## config.mk

```make
export PLATFORM = sky130hd
export DESIGN_NAME = la_capture_ctrl
export DESIGN_NICKNAME = d
export VERILOG_FILES = /design/src/rtl/la_pkg.sv /design/src/rtl/la_sample_tick.sv /design/src/rtl/la_capture_ctrl.sv
export SDC_FILE = /design/constraint.sdc
export NUM_CORES = 1
export LEC_CHECK = 0
export ABC_AREA = 0
export CAP_MARGIN = 20
export CORE_MARGIN = 2
export CORE_UTILIZATION = 55
export DETAILED_ROUTE_END_ITERATION = 6
export PLACE_DENSITY = 0.78
export SYNTH_ARGS = -nofsm -noshare
export SYNTH_HDL_FRONTEND = slang
export SYNTH_SLANG_ARGS = --single-unit
```

## constraint.sdc

```tcl
create_clock -name clk -period 3.7 [get_ports clk]
set_input_delay 0.925 -clock clk [delete_from_list [all_inputs] [get_ports clk]]
set_output_delay 0.925 -clock clk [all_outputs]
set_load 0.05 [all_outputs]
```

## src/rtl/la_pkg.sv

```systemverilog
// ---------------------------------------------------------------------------
// la_pkg
// Shared definitions for the logic-analyser capture controller:
//   - trig_mode_e : trigger condition encodings seen on the trig_mode port
//   - la_state_e  : capture state machine encoding
//   - TRIG_MODE_W : width of the trig_mode command field
//   - trig_hit()  : evaluates one trigger condition for a single channel
// ---------------------------------------------------------------------------
package la_pkg;

  localparam int TRIG_MODE_W = 2;

  typedef enum logic [TRIG_MODE_W-1:0] {
    TRIG_RISE = 2'd0,
    TRIG_FALL = 2'd1,
    TRIG_HIGH = 2'd2,
    TRIG_LOW  = 2'd3
  } trig_mode_e;

  typedef enum logic [2:0] {
    ST_IDLE  = 3'd0,
    ST_PRE   = 3'd1,
    ST_ARMED = 3'd2,
    ST_POST  = 3'd3,
    ST_DONE  = 3'd4
  } la_state_e;

  // Edge modes need a valid previous sample; the first tick of a capture
  // has none, so edges can never fire there. Level modes only look at cur.
  function automatic logic trig_hit(trig_mode_e mode, logic prevValid,
                                    logic prev, logic cur);
    logic hit;
    hit = 1'b0;
    case (mode)
      TRIG_RISE: hit = prevValid && !prev && cur;
      TRIG_FALL: hit = prevValid && prev && !cur;
      TRIG_HIGH: hit = cur;
      TRIG_LOW:  hit = !cur;
      default:   hit = 1'b0;
    endcase
    return hit;
  endfunction

endpackage

```

## src/rtl/la_sample_tick.sv

```systemverilog
// ---------------------------------------------------------------------------
// la_sample_tick
// Sample-period generator. While enabled it emits a one-cycle tick on the
// first enabled cycle and then every i_divide+1 cycles. Disabling it
// rearms it so the next enable ticks immediately.
// Ports:
//   clk, rst_n  : clock, asynchronous active-low reset
//   i_enable    : run the divider (capture in progress)
//   i_divide    : latched divide value, period = i_divide+1 clocks
//   o_tick      : sample tick
// ---------------------------------------------------------------------------
module la_sample_tick #(
  parameter int DIV_W = 8
) (
  input  logic             clk,
  input  logic             rst_n,
  input  logic             i_enable,
  input  logic [DIV_W-1:0] i_divide,
  output logic             o_tick
);

  logic [DIV_W-1:0] r_count;

  // Down-counter that reloads with the divide value after each tick and is
  // parked at zero while idle, so the first enabled cycle is a tick.
  always_ff @(posedge clk or negedge rst_n) begin
    if (!rst_n) begin
      r_count <= '0;
    end else if (!i_enable) begin
      r_count <= '0;
    end else if (r_count == '0) begin
      r_count <= i_divide;
    end else begin
      r_count <= r_count - DIV_W'(1);
    end
  end

  assign o_tick = i_enable && (r_count == '0);

endmodule

```

## src/rtl/la_capture_ctrl.sv

```systemverilog
// ---------------------------------------------------------------------------
// la_capture_ctrl
// Logic-analyser capture controller. Samples the probe bus on divider ticks
// and streams samples into a circular capture memory through a req/ack
// write port: a pre-trigger window, then an armed phase that wraps until the
// trigger, then a post-trigger window that fills the rest of the memory.
// Ports:
//   clk, rst_n          : clock, asynchronous active-low reset
//   probe               : probe inputs (already synchronised)
//   divide, pos         : sample period - 1, pre-trigger fraction
//   trig_ch, trig_mode  : trigger channel and condition (la_pkg encodings)
//   start, abort        : one-cycle arm / cancel pulses
//   busy, done, overrun : status (done and overrun are sticky)
//   trig_addr           : memory address holding the trigger sample
//   wr_req/wr_addr/wr_data/wr_ack : capture memory write handshake
// ---------------------------------------------------------------------------
module la_capture_ctrl
  import la_pkg::*;
#(
  parameter int PROBE_W = 8,
  parameter int ADDR_W  = 17,
  parameter int DIV_W   = 8,
  parameter int POS_W   = 8
) (
  input  logic                       clk,
  input  logic                       rst_n,
  input  logic [PROBE_W-1:0]         probe,
  input  logic [DIV_W-1:0]           divide,
  input  logic [POS_W-1:0]           pos,
  input  logic [$clog2(PROBE_W)-1:0] trig_ch,
  input  logic [TRIG_MODE_W-1:0]     trig_mode,
  input  logic                       start,
  input  logic                       abort,
  output logic                       busy,
  output logic                       done,
  output logic                       overrun,
  output logic [ADDR_W-1:0]          trig_addr,
  output logic                       wr_req,
  output logic [ADDR_W-1:0]          wr_addr,
  output logic [PROBE_W-1:0]         wr_data,
  input  logic                       wr_ack
);

  localparam int              CH_W    = $clog2(PROBE_W);
  localparam int              SHIFT   = ADDR_W - POS_W;
  localparam logic [ADDR_W:0] DEPTH   = {1'b1, {ADDR_W{1'b0}}};
  localparam logic [ADDR_W:0] CNT_ONE = (ADDR_W+1)'(1);

  la_state_e            r_state, w_nextState;
  logic [DIV_W-1:0]     r_div;
  logic [POS_W-1:0]     r_pos;
  logic [CH_W-1:0]      r_ch;
  trig_mode_e           r_mode;
  logic                 r_prev, r_prevValid;
  logic [ADDR_W:0]      r_sampCnt;
  logic                 r_wrReq, r_overrun;
  logic [ADDR_W-1:0]    r_wrAddr, r_trigAddr;
  logic [PROBE_W-1:0]   r_wrData;

  logic                 w_tick, w_busy, w_cur, w_startOk;
  logic [ADDR_W:0]      w_preCount, w_postCount;
  logic                 w_armedLike, w_postFull, w_wantSample;
  logic                 w_drop, w_sample, w_trig, w_preLast;

  la_sample_tick #(.DIV_W(DIV_W)) u_tick (
    .clk      (clk),
    .rst_n    (rst_n),
    .i_enable (w_busy),
    .i_divide (r_div),
    .o_tick   (w_tick)
  );

  assign w_busy      = (r_state == ST_PRE) || (r_state == ST_ARMED) ||
                       (r_state == ST_POST);
  assign w_startOk   = start && !abort &&
                       ((r_state == ST_IDLE) || (r_state == ST_DONE));
  assign w_cur       = probe[r_ch];
  assign w_preCount  = {{(ADDR_W+1-POS_W){1'b0}}, r_pos} << SHIFT;
  assign w_postCount = DEPTH - w_preCount;

  // With no pre-trigger window the very first tick is already an armed tick.
  assign w_armedLike = (r_state == ST_ARMED) ||
                       ((r_state == ST_PRE) && (w_preCount == '0));
  // Once the post window is full, later ticks are simply not needed.
  assign w_postFull   = (r_state == ST_POST) && (r_sampCnt == w_postCount);
  assign w_wantSample = w_tick && !w_postFull;
  assign w_drop       = w_wantSample && r_wrReq;
  assign w_sample     = w_wantSample && !r_wrReq;
  assign w_trig       = w_sample && w_armedLike &&
                        trig_hit(r_mode, r_prevValid, r_prev, w_cur);
  assign w_preLast    = w_sample && (r_state == ST_PRE) &&
                        (w_preCount != '0) &&
                        ((r_sampCnt + CNT_ONE) == w_preCount);

  // State register.
  always_ff @(posedge clk or negedge rst_n) begin
    if (!rst_n) begin
      r_state <= ST_IDLE;
    end else begin
      r_state <= w_nextState;
    end
  end

  // Next-state logic; abort overrides everything else.
  always_comb begin
    w_nextState = r_state;
    if (abort) begin
      w_nextState = ST_IDLE;
    end else begin
      case (r_state)
        ST_IDLE, ST_DONE: if (start) w_nextState = ST_PRE;
        ST_PRE: begin
          if (w_trig) begin
            w_nextState = ST_POST;
          end else if (w_sample && ((w_preCount == '0) || w_preLast)) begin
            w_nextState = ST_ARMED;
          end
        end
        ST_ARMED: if (w_trig) w_nextState = ST_POST;
        ST_POST:  if (w_postFull && (!r_wrReq || wr_ack)) w_nextState = ST_DONE;
        default:  w_nextState = ST_IDLE;
      endcase
    end
  end

  // Status outputs decoded from the state.
  always_comb begin
    busy = 1'b0;
    done = 1'b0;
    case (r_state)
      ST_PRE, ST_ARMED, ST_POST: busy = 1'b1;
      ST_DONE:                   done = 1'b1;
      default: ;
    endcase
  end

  // Datapath: settings latch, sample capture, write handshake and counters.
  // A sample is only taken when no write is outstanding, so an address
  // increment on ack and a new capture never coincide.
  always_ff @(posedge clk or negedge rst_n) begin
    if (!rst_n) begin
      r_div       <= '0;
      r_pos       <= '0;
      r_ch        <= '0;
      r_mode      <= TRIG_RISE;
      r_prev      <= 1'b0;
      r_prevValid <= 1'b0;
      r_sampCnt   <= '0;
      r_wrReq     <= 1'b0;
      r_overrun   <= 1'b0;
      r_wrAddr    <= '0;
      r_trigAddr  <= '0;
      r_wrData    <= '0;
    end else if (abort) begin
      r_wrReq <= 1'b0;
    end else if (w_startOk) begin
      r_div       <= divide;
      r_pos       <= pos;
      r_ch        <= trig_ch;
      r_mode      <= trig_mode_e'(trig_mode);
      r_prev      <= 1'b0;
      r_prevValid <= 1'b0;
      r_sampCnt   <= '0;
      r_wrReq     <= 1'b0;
      r_overrun   <= 1'b0;
      r_wrAddr    <= '0;
    end else begin
      if (r_wrReq && wr_ack) begin
        r_wrReq  <= 1'b0;
        r_wrAddr <= r_wrAddr + ADDR_W'(1);
      end
      if (w_tick) begin
        r_prev      <= w_cur;
        r_prevValid <= 1'b1;
      end
      if (w_drop) begin
        r_overrun <= 1'b1;
      end
      if (w_sample) begin
        r_wrReq  <= 1'b1;
        r_wrData <= probe;
        if (w_trig) begin
          r_sampCnt  <= CNT_ONE;
          r_trigAddr <= r_wrAddr;
        end else if (r_state == ST_PRE) begin
          r_sampCnt <= w_preLast ? '0 : (r_sampCnt + CNT_ONE);
        end else if (r_state == ST_POST) begin
          r_sampCnt <= r_sampCnt + CNT_ONE;
        end
      end
    end
  end

  assign overrun   = r_overrun;
  assign trig_addr = r_trigAddr;
  assign wr_req    = r_wrReq;
  assign wr_addr   = r_wrAddr;
  assign wr_data   = r_wrData;

endmodule

```

==> results of run 1 <==
-- critical path, cell delays in order --
cell	delay, ns
clkdlybuf4s50_1	0.43
mux4_2	0.47
mux2i_1	0.23
xor2_1	0.12
or3_1	0.38
and3_1	0.21
a211o_1	0.30
buf_4	0.21
a211o_1	0.31
-- Yosys cell counts (3+ instances only) --
library cell / n
a211o_1: 12
a211oi_1: 4
a21o_1: 3
a21oi_1: 15
a311oi_1: 5
a31oi_1: 5
a32o_1: 3
and2_1: 3
and3_1: 12
buf_2: 4
clkbuf_1: 25
dfrtp_1: 96
ha_1: 7
inv_1: 16
mux2_2: 34
mux2_4: 10
nand2_1: 35
nand2b_1: 4
nand3_1: 15
nand4_1: 9
nor2_1: 49
nor3_1: 19
nor3b_1: 13
nor4_1: 6
o211ai_1: 6
o21ai_0: 19
o31a_1: 4
o31ai_1: 5
or2_2: 5
or3_1: 13
xnor2_1: 15
xor2_1: 16
-- routing by layer --
metal  up-vias  wire, um  global-route usage  part of all wire
li1       2088         -                   -                 -
met1      2137      5370               0.328              0.44
met2       147      5820               0.382              0.48
met3        16       765              0.0542             0.063
met4         0       187              0.0739             0.015
met5         -         0                   0                 0
-- state kept, by name (all words and copies together), names as in the netlist --
register	flops
wr_data	8
r_pos	8
r_mode	2
trig_addr	17
wr_req	1
r_sampCnt	18
r_div	8
wr_addr	17
overrun	1
r_state	3
r_prev	1
r_ch	3
u_tick.r_count	8
r_prevValid	1
-- kinds of logic after synthesis --
logic type,after synthesis,synth area share
buf+inv,49,0.0391
xor+xnor,31,0.0502
simple gates,204,0.203
flops,96,0.444
fa+ha+maj,7,0.0162
mux,49,0.113
compound gates,98,0.134
-- power breakdown --
| part | internal (mW) | total, mW | switching (mW) | leakage [nW] |
|---|---|---|---|---|
| Clock | 0.262 | 0.611 | 0.349 | 0.0839 |
| Combinational | 0.694 | 1.58 | 0.884 | 1.44 |
| Sequential | 1.27 | 1.52 | 0.250 | 1.27 |
-- cells in the final DEF, fill, tap and decap left out, drive strengths merged, types with 16 or more instances in the layout --
| cell type | netlist | final |
|---|---|---|
| xor2 | 16 | 16 |
| mux2 | 45 | 45 |
| nor3 | 19 | 19 |
| dfrtp | 96 | 96 |
| o21ai | 19 | 19 |
| nor2 | 50 | 50 |
| buf | 8 | 17 |
| nand2 | 35 | 35 |
| inv | 16 | 17 |
| clkdlybuf4s50 | 0 | 78 |
-- worst min path at each step --
| stage | depth (start not counted) | end | start |
|---|---|---|---|
| 6_report | 2 | r_prev | r_prev |
| 3_5_place_dp | 2 | r_prev | r_prev |
| 5_1_grt | 1 | u_tick.r_count[5] | u_tick.r_count[5] |
| 3_3_place_gp | 1 | u_tick.r_count[5] | u_tick.r_count[5] |
| 2_1_floorplan | 1 | u_tick.r_count[0] | u_tick.r_count[0] |
| 4_1_cts | 1 | u_tick.r_count[5] | u_tick.r_count[5] |
-- area by class of cell --
class,instances,area share
inverters,16,0.00921
clock inverters,2,0.00211
multi-input cells,389,0.429
clock buffers,13,0.0228
flip-flops and latches,96,0.369
well taps,133,0.0255
repair buffers,95,0.143
==> results by group, run 1 <==
Run status
  • Status: finished clean

Routing
  • Via count normalized by instance count: 5.90
  • Post-DRT Antenna Nets: 0
  • Pre-antenna DRT Iters: 5
  • Initial DRC count: 253
  • WL per Instance: 16.3 um
  • Total number of vias: 4388
  • Number of remaining DRC errors: 0
  • Routed WL: 12.1 mm

Timing
  • Count of final setup violators: 0
  • Setup Skew: 0.00640 ns
  • Max-slew violation count: 0
  • Max Clock Freq: 0.300 GHz
  • Final period utilization: 0.902
  • Hold Violations, Final: 0
  • Setup TNS: 0 ns
  • Unrepaired setup endpoints after global routing: false
  • Worst Hold Slack: 0.496 ns
  • Final worst slack: 0.364 ns
  • Final min period: 3.34 ns
  • Slew HR: 0.359
  • Worst-Margin Slew: 0.961 ns

Global routing
  • First-pass GRT wire length: 19.9 mm
  • Largest net degree at the start of global routing: 76
  • Vias in the first global route: 4205
  • Initial antenna violation count: 0
  • Tot GR Track Use: 0.239
  • Total grt overflow: 0

Worst setup path
  • CP required: 3.95 ns
  • Worst Path Arrival: 3.58 ns
  • FF-to-FF setup slack: 0.45 ns
  • R2R Path Start: r_sampCnt[0]
  • Crit path capture: r_sampCnt[6]
  • R2r endpoint: r_state[2]
  • Setup crit start: probe[0]
  • Endpoint type of the worst setup path: flip-flop
  • Setup CP Type: primary input to flip-flop
  • Worst setup SP type: primary input
  • Critical Path Fanout Max: 15
  • Worst R2R Path Depth: 9

Layout
  • Layout Nets: 648
  • Area of the multi-input gates: 0.00279 mm2
  • Register area: 0.00240 mm2
  • Share of post-route cells with drive strength above 1: 0.146
  • Final Cell Area: 0.00652 mm2
  • Final Util: 0.676
  • Post-Layout Cell Count: 744
  • Layout area overhead: 20.6%
  • Antenna cells: 0
  • Layout fillers: 811

Yosys
  • Largest area contributor in the netlist: dfrtp_1
  • EDFF count, synth: 0
  • Ys Warns: 0
  • Synth Area per Inst: 10.1 um2
  • Yosys top cell area share: 0.444
  • Post-synth ARST share: 1.00
  • Mapped Area: 0.00541 mm2
  • Seq/Total Area, Yosys: 0.444
  • Number of synthesized register bits: 96
  • Cell count after synthesis: 534
  • Distinct cells, synth: 68
  • Ranking of synthesized cells by area: dfrtp_1 (44%), mux2_2 (7.1%), nor2_1 (3.4%), mux2_4 (2.8%), xor2_1 (2.6%)
  • Mapped Nets: 575
  • Ys flop type: dfrtp_1

Power and ir drop
  • Max VDD drop: 0.553 mV
  • Pleak: 2.80 nW
  • Pwr/cell area: 569 mW/mm2
  • Total power after layout: 3.71 mW

Floorplanning
  • Num rows: 36
  • Ports: 80
  • Starting Density: 0.561
  • Die H: 103 um
  • Die area: 0.0106 mm2
  • Chip width: 103 um
  • Core area: 0.00964 mm2

CTS
  • Clock slew at reported path FFs: 0.09 ns
  • CTS sink cnt: 96
  • Post-cts sizing count: 0
  • Worst skew pair latency: 0.36 ns
  • Setup Fix Bufs, Post-CTS: 0
  • Clock buffer depth: 2
  • Num CTS Buffers: 9
  • CTS Root Cell: clkbuf_8
  • CTS tree: yes
  • Hold-fix buffers, CTS: 0
  • Htree depth: 3

Place
  • Dpl cells: 729
  • HPWL Detailed: 8.60 mm
  • DP Area: 0.00636 mm2
  • Pre-CTS WS: -0.0248 ns
  • Gpl congestion: 0.895
  • # port buffers: 79

Worst hold path
  • Hold WC Path Type: flip-flop to flip-flop

Flow run
  • Max-cap violations: 0
(Power assumes the default switching activity.)
==> run 2, diff against run 1 <==
--- a/config.mk
+++ b/config.mk
@@ -10,6 +10,7 @@
 export CORE_MARGIN = 2
 export CORE_UTILIZATION = 55
 export DETAILED_ROUTE_END_ITERATION = 6
+export GPL_ROUTABILITY_DRIVEN = 0
 export PLACE_DENSITY = 0.78
 export SYNTH_ARGS = -nofsm -noshare
 export SYNTH_HDL_FRONTEND = slang
==> constraint.sdc (replaced) <==
create_clock -name clk -period 3.08 [get_ports clk]
set_input_delay 0.77 -clock clk [delete_from_list [all_inputs] [get_ports clk]]
set_output_delay 0.77 -clock clk [all_outputs]
set_load 0.05 [all_outputs]
==> results by group, run 2 (synthesis gave the netlist of run 1 again) <==
Timing
  • Final period utilization: 0.992
  • Setup TNS: 0 ns (unchanged)
  • Setup Skew: 0.0112 ns (+0.00481 ns)
  • Worst Hold Slack: 0.382 ns (-0.114 ns)
  • Max Clock Freq: 0.327 GHz
  • Slew HR: 0.635 (+0.276)
  • Max-slew violation count: 0 (unchanged)
  • Worst-Margin Slew: 0.547 ns (-0.413 ns)
  • Final min period: 3.06 ns
  • Hold Violations, Final: 0 (unchanged)
  • Count of final setup violators: 0 (unchanged)
  • Final worst slack: 0.0236 ns (-0.341 ns)

Global routing
  • Largest net degree at the start of global routing: 43 (-43%)
  • GR Util met1: 0.333 (+0.00484)
  • Met3 Use GR: 0.0597 (+0.00542)
  • First-pass GRT wire length: 21.6 mm (+8.1%)
  • Total grt overflow: 0 (unchanged)
  • Most used routing layer in global routing: met2
  • Initial antenna violation count: 0 (unchanged)
  • Met2 usage: 0.433 (+0.0509)
  • Tot GR Track Use: 0.258 (+0.0189)
  • Vias in the first global route: 4568 (+8.6%)

Routing
  • Initial DRC count: 269 (+6.3%)
  • Post-DRT Antenna Nets: 0 (unchanged)
  • Routed WL: 13.2 mm (+8.6%)
  • Pre-antenna DRT Iters: 5 (unchanged)
  • Via count normalized by instance count: 5.88 (-0.30%)
  • WL per Instance: 16.8 um (+3.1%)
  • Number of remaining DRC errors: 0 (unchanged)
  • Total number of vias: 4610 (+5.1%)

Worst setup path
  • Buffers and inverters on the worst path: 3 (+1)
  • Endpoint type of the worst setup path: flip-flop
  • Crit-path cells: dlygate4sd2_1, mux4_2, mux2i_4, xor2_1, or3_4, nor4b_2, buf_4, o311ai_4, buf_4, nor3_1, or3_1
  • CP peak stage delay: 0.50 ns (+0.03 ns)
  • CP delay by family, top: simple AND/OR/NAND/NOR gates
  • Setup CP Type: primary input to flip-flop
  • Most frequent CP cell: buf_4
  • Worst Path Arrival: 3.30 ns (-0.28 ns)
  • Setup crit start: probe[0]
  • CP required: 3.32 ns (-0.63 ns)
  • R2R Path Start: u_tick.r_count[0]
  • Worst setup SP type: primary input
  • Critical Path Fanout Max: 7 (-8)
  • CP max stage cell: mux4_2

Power and ir drop
  • Gate power share: 0.449 (+0.024)
  • Internal power: 3.06 mW (+37%)
  • Pwr/cell area: 712 mW/mm2 (+25%)
  • Sequential share of power: 0.360 (-0.050)
  • Clock power frac: 0.191 (+0.026)
  • Sw Share: 0.385 (-0.0146)
  • Pleak: 3.12 nW (+11%)
  • Sw Pwr: 1.91 mW (+29%)
  • Max VDD drop: 0.753 mV (+36%)

Layout
  • Most flops, register: r_sampCnt
  • Max reg flops: 18 (unchanged)
  • Antenna cells: 0 (unchanged)
  • Layout area overhead: 29.2%
  • Most frequent cells in the layout: dfrtp_1 (94), clkdlybuf4s50_1 (69), buf_4 (52), nor2_1 (48), nand2_1 (35)
  • Layout Nets: 687 (+6.0%)
  • Final Cell Area: 0.00698 mm2 (+7.1%)
  • Share of post-route cells with drive strength above 1: 0.227 (+0.0817)
  • Commonest non-fill, non-tap cell in the layout: dfrtp_1

Floorplanning
  • Ports: 80 (unchanged)
  • Starting Density: 0.561 (unchanged)
  • Num rows: 36 (unchanged)
  • Chip width: 103 um (unchanged)
  • Die H: 103 um (unchanged)
  • Core area: 0.00964 mm2 (unchanged)
  • Die area: 0.0106 mm2 (unchanged)

Place
  • Pre-CTS WS: -0.503 ns (-0.478 ns)
  • HPWL Detailed: 9.43 mm (+9.7%)
  • # port buffers: 79 (unchanged)
  • DP Area: 0.00657 mm2 (+3.3%)

CTS
  • Htree depth: 3 (unchanged)
  • CTS sink cnt: 96 (unchanged)
  • Worst skew pair latency: 0.36 ns (about the same)
  • Clock slew at reported path FFs: 0.09 ns (about the same)
  • Hold-fix buffers, CTS: 0 (unchanged)
  • Clock buffer depth: 2 (unchanged)
  • CTS Root Cell: clkbuf_8
  • CTS tree: yes
  • Num CTS Buffers: 9 (unchanged)

Flow run
  • Max-cap violations: 0 (unchanged)

Worst hold path
  • Hold WC Path Type: primary input to asynchronous set/reset pin

Run status
  • Status: finished clean
==> run 2: metrics by stage <==
stage / cells / utilization / total power [mW]
after floorplan: 534 / - / 3.18
after global placement: 759 / 0.681 / 3.78
after detailed placement: 759 / 0.681 / 3.86
after CTS: 776 / 0.709 / 4.87
after global routing: 784 / 0.724 / 5.26
final: 784 / 0.724 / 4.97
==> run 2: path summary, 6_finish.rpt <==
kind / endpoint / slack (ns) / depth (start not counted)
worst min register to register: u_tick.r_count[5] / 0.50 / 1
min in group clk: u_tick.r_count[5] / 0.50 / 1
worst max-delay path: r_sampCnt[9] / 0.02 / 11
worst max register to register: r_sampCnt[14] / 0.05 / 11
worst min-delay path: r_pos[3] / 0.38 / 1
max in group asynchronous: u_tick.r_count[7] / 1.99 / 2
==> run 2: repair_timing <==
action                     CTS  global route
hold endpoints to repair     0             0
setup endpoints to repair   16            39
resized for setup            6            25
pin swaps                    2             5
setup buffers                1             8
==> run 2: layer usage <==
layer / up-vias / share of wire
li1: 2176 / -
met1: 2259 / 0.43
met2: 145 / 0.50
met3: 30 / 0.052
met4: 0 / 0.021
met5: - / 0
==> run 2: cell type report <==
class	count	area (um2)
clock buffer	11	151
clock inverter	5	87.6
fill	702	2660
inverter	16	60.1
multi-input combinational	389	2870
sequential	96	2400
tap	133	166
timing repair buffer	134	1240
==> run 2: worst reg2reg max path, delay by kind of cell (launching register included) <==
| family | cells | cell delay, ns |
|---|---|---|
| AO/OA/AOI/OAI | 2 | 0.26 |
| adder cells (fa/ha/maj) | 1 | 0.15 |
| buffers and inverters | 3 | 0.43 |
| flip-flops | 1 | 0.42 |
| AND/OR/NAND/NOR | 5 | 1.68 |
==> run 2: power groups by stage <==
stage | registers [mW] | clock network (mW) | logic [mW]
2_1_floorplan | 1.92 | 0 | 1.26
3_3_place_gp | 1.78 | 0 | 2.00
3_5_place_dp | 1.79 | 0 | 2.07
4_1_cts | 1.78 | 0.976 | 2.12
5_1_grt | 1.83 | 1.02 | 2.41
6_report | 1.79 | 0.950 | 2.23
==> run 3, diff against run 2 <==
--- a/config.mk
+++ b/config.mk
@@ -12,6 +12,7 @@
 export DETAILED_ROUTE_END_ITERATION = 6
 export GPL_ROUTABILITY_DRIVEN = 0
 export PLACE_DENSITY = 0.78
+export SETUP_SLACK_MARGIN = 0.4
 export SYNTH_ARGS = -nofsm -noshare
 export SYNTH_HDL_FRONTEND = slang
 export SYNTH_SLANG_ARGS = --single-unit
==> results by group, run 3 (synthesis gave the netlist of run 1 again) <==
Run status
  • Status: finished clean

Timing
  • Setup TNS: 0 ns (unchanged)
  • Unrepaired setup endpoints after global routing: true
  • Worst-Margin Slew: 0.524 ns (-0.0237 ns)
  • Max Clock Freq: 0.341 GHz (+4.3%)
  • Count of final setup violators: 0 (unchanged)
  • Setup Skew: 0.00902 ns (-0.00219 ns)
  • Final min period: 2.93 ns (-0.126 ns)
  • Max-slew violation count: 0 (unchanged)
  • Hold Violations, Final: 0 (unchanged)
  • Final period utilization: 0.951 (-0.0410)
  • Slew HR: 0.650 (+0.0147)

Routing
  • WL per Instance: 18.4 um (+9.2%)
  • Via count normalized by instance count: 6.03 (+2.5%)
  • Routed WL: 14.9 mm (+13%)
  • Initial DRC count: 366 (+36%)
  • Post-DRT Antenna Nets: 0 (unchanged)
  • Number of remaining DRC errors: 0 (unchanged)
  • Pre-antenna DRT Iters: 5 (unchanged)
  • Total number of vias: 4901 (+6.3%)

Floorplanning
  • Starting Density: 0.561 (unchanged)
  • Die area: 0.0106 mm2 (unchanged)
  • Die H: 103 um (unchanged)
  • Ports: 80 (unchanged)
  • Num rows: 36 (unchanged)
  • Core area: 0.00964 mm2 (unchanged)
  • Chip width: 103 um (unchanged)

Worst setup path
  • Crit-path cells: inv_2, ha_4, or4b_4, or2_4, or3_4, o21bai_4, or3_4, clkbuf_16, mux2_4
  • Critical Path Fanout Max: 8 (+1)
  • Worst R2R Path Depth: 9 (-2)
  • Buffers and inverters on the worst path: 2 (-1)
  • CP peak stage delay: 0.45 ns (-0.05 ns)
  • Worst Path Arrival: 3.20 ns (-0.10 ns)
  • Worst setup SP type: flip-flop
  • Most frequent CP cell: or3_4
  • CP max stage cell: or4b_4
  • Endpoint type of the worst setup path: flip-flop
  • Setup CP Type: flip-flop to flip-flop
  • Critical path depth in cells: 9 (-2)
  • CP delay by family, top: simple AND/OR/NAND/NOR gates
  • CP required: 3.35 ns (+0.03 ns)

Layout
  • Commonest non-fill, non-tap cell in the layout: dfrtp_1
  • Layout Nets: 717 (+4.4%)
  • Antenna cells: 0 (unchanged)
  • Most frequent cells in the layout: dfrtp_1 (88), buf_4 (69), clkdlybuf4s50_1 (68), nor2_1 (44)
  • Final Util: 0.781 (+0.0567)
  • Most flops, register: r_sampCnt
  • Share of post-route cells with drive strength above 1: 0.347 (+0.120)
  • Layout area overhead: 39.3%
  • Max reg flops: 18 (unchanged)

Global routing
  • Met2 usage: 0.441 (+0.00849)
  • GR Util met1: 0.346 (+0.0132)
  • Total grt overflow: 0 (unchanged)
  • Initial antenna violation count: 0 (unchanged)
  • Largest net degree at the start of global routing: 44 (+2.3%)
  • Vias in the first global route: 4675 (+2.3%)
  • Tot GR Track Use: 0.271 (+0.0127)
  • Most used routing layer in global routing: met2
  • Met3 Use GR: 0.0678 (+0.00814)
  • First-pass GRT wire length: 22.4 mm (+4.1%)

CTS
  • Worst skew pair latency: 0.37 ns (about the same)
  • Clock buffer depth: 2 (unchanged)
  • CTS Root Cell: clkbuf_8
  • Htree depth: 3 (unchanged)
  • CTS sink cnt: 96 (unchanged)
  • CTS tree: yes
  • Hold-fix buffers, CTS: 0 (unchanged)
  • Clock slew at reported path FFs: 0.10 ns (about the same)
  • Num CTS Buffers: 9 (unchanged)

Power and ir drop
  • Pwr/cell area: 687 mW/mm2 (-3.5%)
  • Pleak: 3.29 nW (+5.3%)
  • Total power after layout: 5.17 mW (+4.1%)
  • Max VDD drop: 0.868 mV (+15%)

Flow run
  • Max-cap violations: 0 (unchanged)

Place
  • HPWL Detailed: 9.27 mm (-1.7%)
  • # port buffers: 79 (unchanged)

Worst hold path
  • Hold WC Path Type: primary input to asynchronous set/reset pin
==> run 3: changes by cell type in the layout (fill, tap and decap cells not counted), moves of 7 or more <==
cell / before / now
nor3_1: 19 / 10
buf_6: 3 / 10
buf_4: 52 / 69
dlymetal6s2s_1: 8 / 0
nor3_2: 0 / 7
buf_2: 0 / 9
==> run 3: cell type report <==
class	count	area, um2
multi-input cells	390	3220
flip-flops and latches	96	2410
fillers	623	2110
repair buffers	163	1480
well taps	133	166
clock buffers	10	138
inverters	16	60.1
clock inverters	5	56.3
==> run 3: metrics by stage <==
stage               hold WS [ns]  cell area (um2)  cells  setup WS, ns
detailed placement         0.484             6640    765        -0.505
global route               0.379             7530    813        0.0710
finish                     0.340             7530    813         0.150
global placement           0.470             6640    765        -0.447
CTS                        0.355             7140    798         0.216
floorplan                  0.453             5440    534        0.0935
==> run 3: repair_timing <==
| item | CTS | global route |
|---|---|---|
| pin swaps | 25 | 28 |
| buffers inserted | 16 | 14 |
| setup endpoints to repair | 48 | 47 |
| cloned | 2 | 1 |
| resized for setup | 72 | 54 |
==> run 3: metal layers <==
layer / part of all wire / routed length, um / up-vias
met5: 0 / 0 / -
met4: 0.036 / 544 / 0
met3: 0.059 / 882 / 57
met2: 0.49 / 7350 / 216
met1: 0.41 / 6170 / 2403
li1: - / - / 2225
==> run 3: path summary, 6_finish.rpt <==
check | startpoint | to | slack, ns
worst max register to register | u_tick.r_count[1] | trig_addr[13] | 0.15
worst max-delay path | u_tick.r_count[1] | trig_addr[13] | 0.15
worst min register to register | r_prev | r_prev | 0.51
min in group clk | r_prev | r_prev | 0.51
max in group asynchronous | rst_n | wr_req | 2.09
worst min-delay path | rst_n | r_sampCnt[10] | 0.34
==> run 3: report_power, final <==
part           internal [mW]  switching, mW  leakage, nW  total, mW
registers               1.53          0.267         1.26       1.80
logic                   1.17           1.36         1.92       2.53
clock network          0.395          0.454        0.104      0.849
total                   3.09           2.08         3.29       5.17
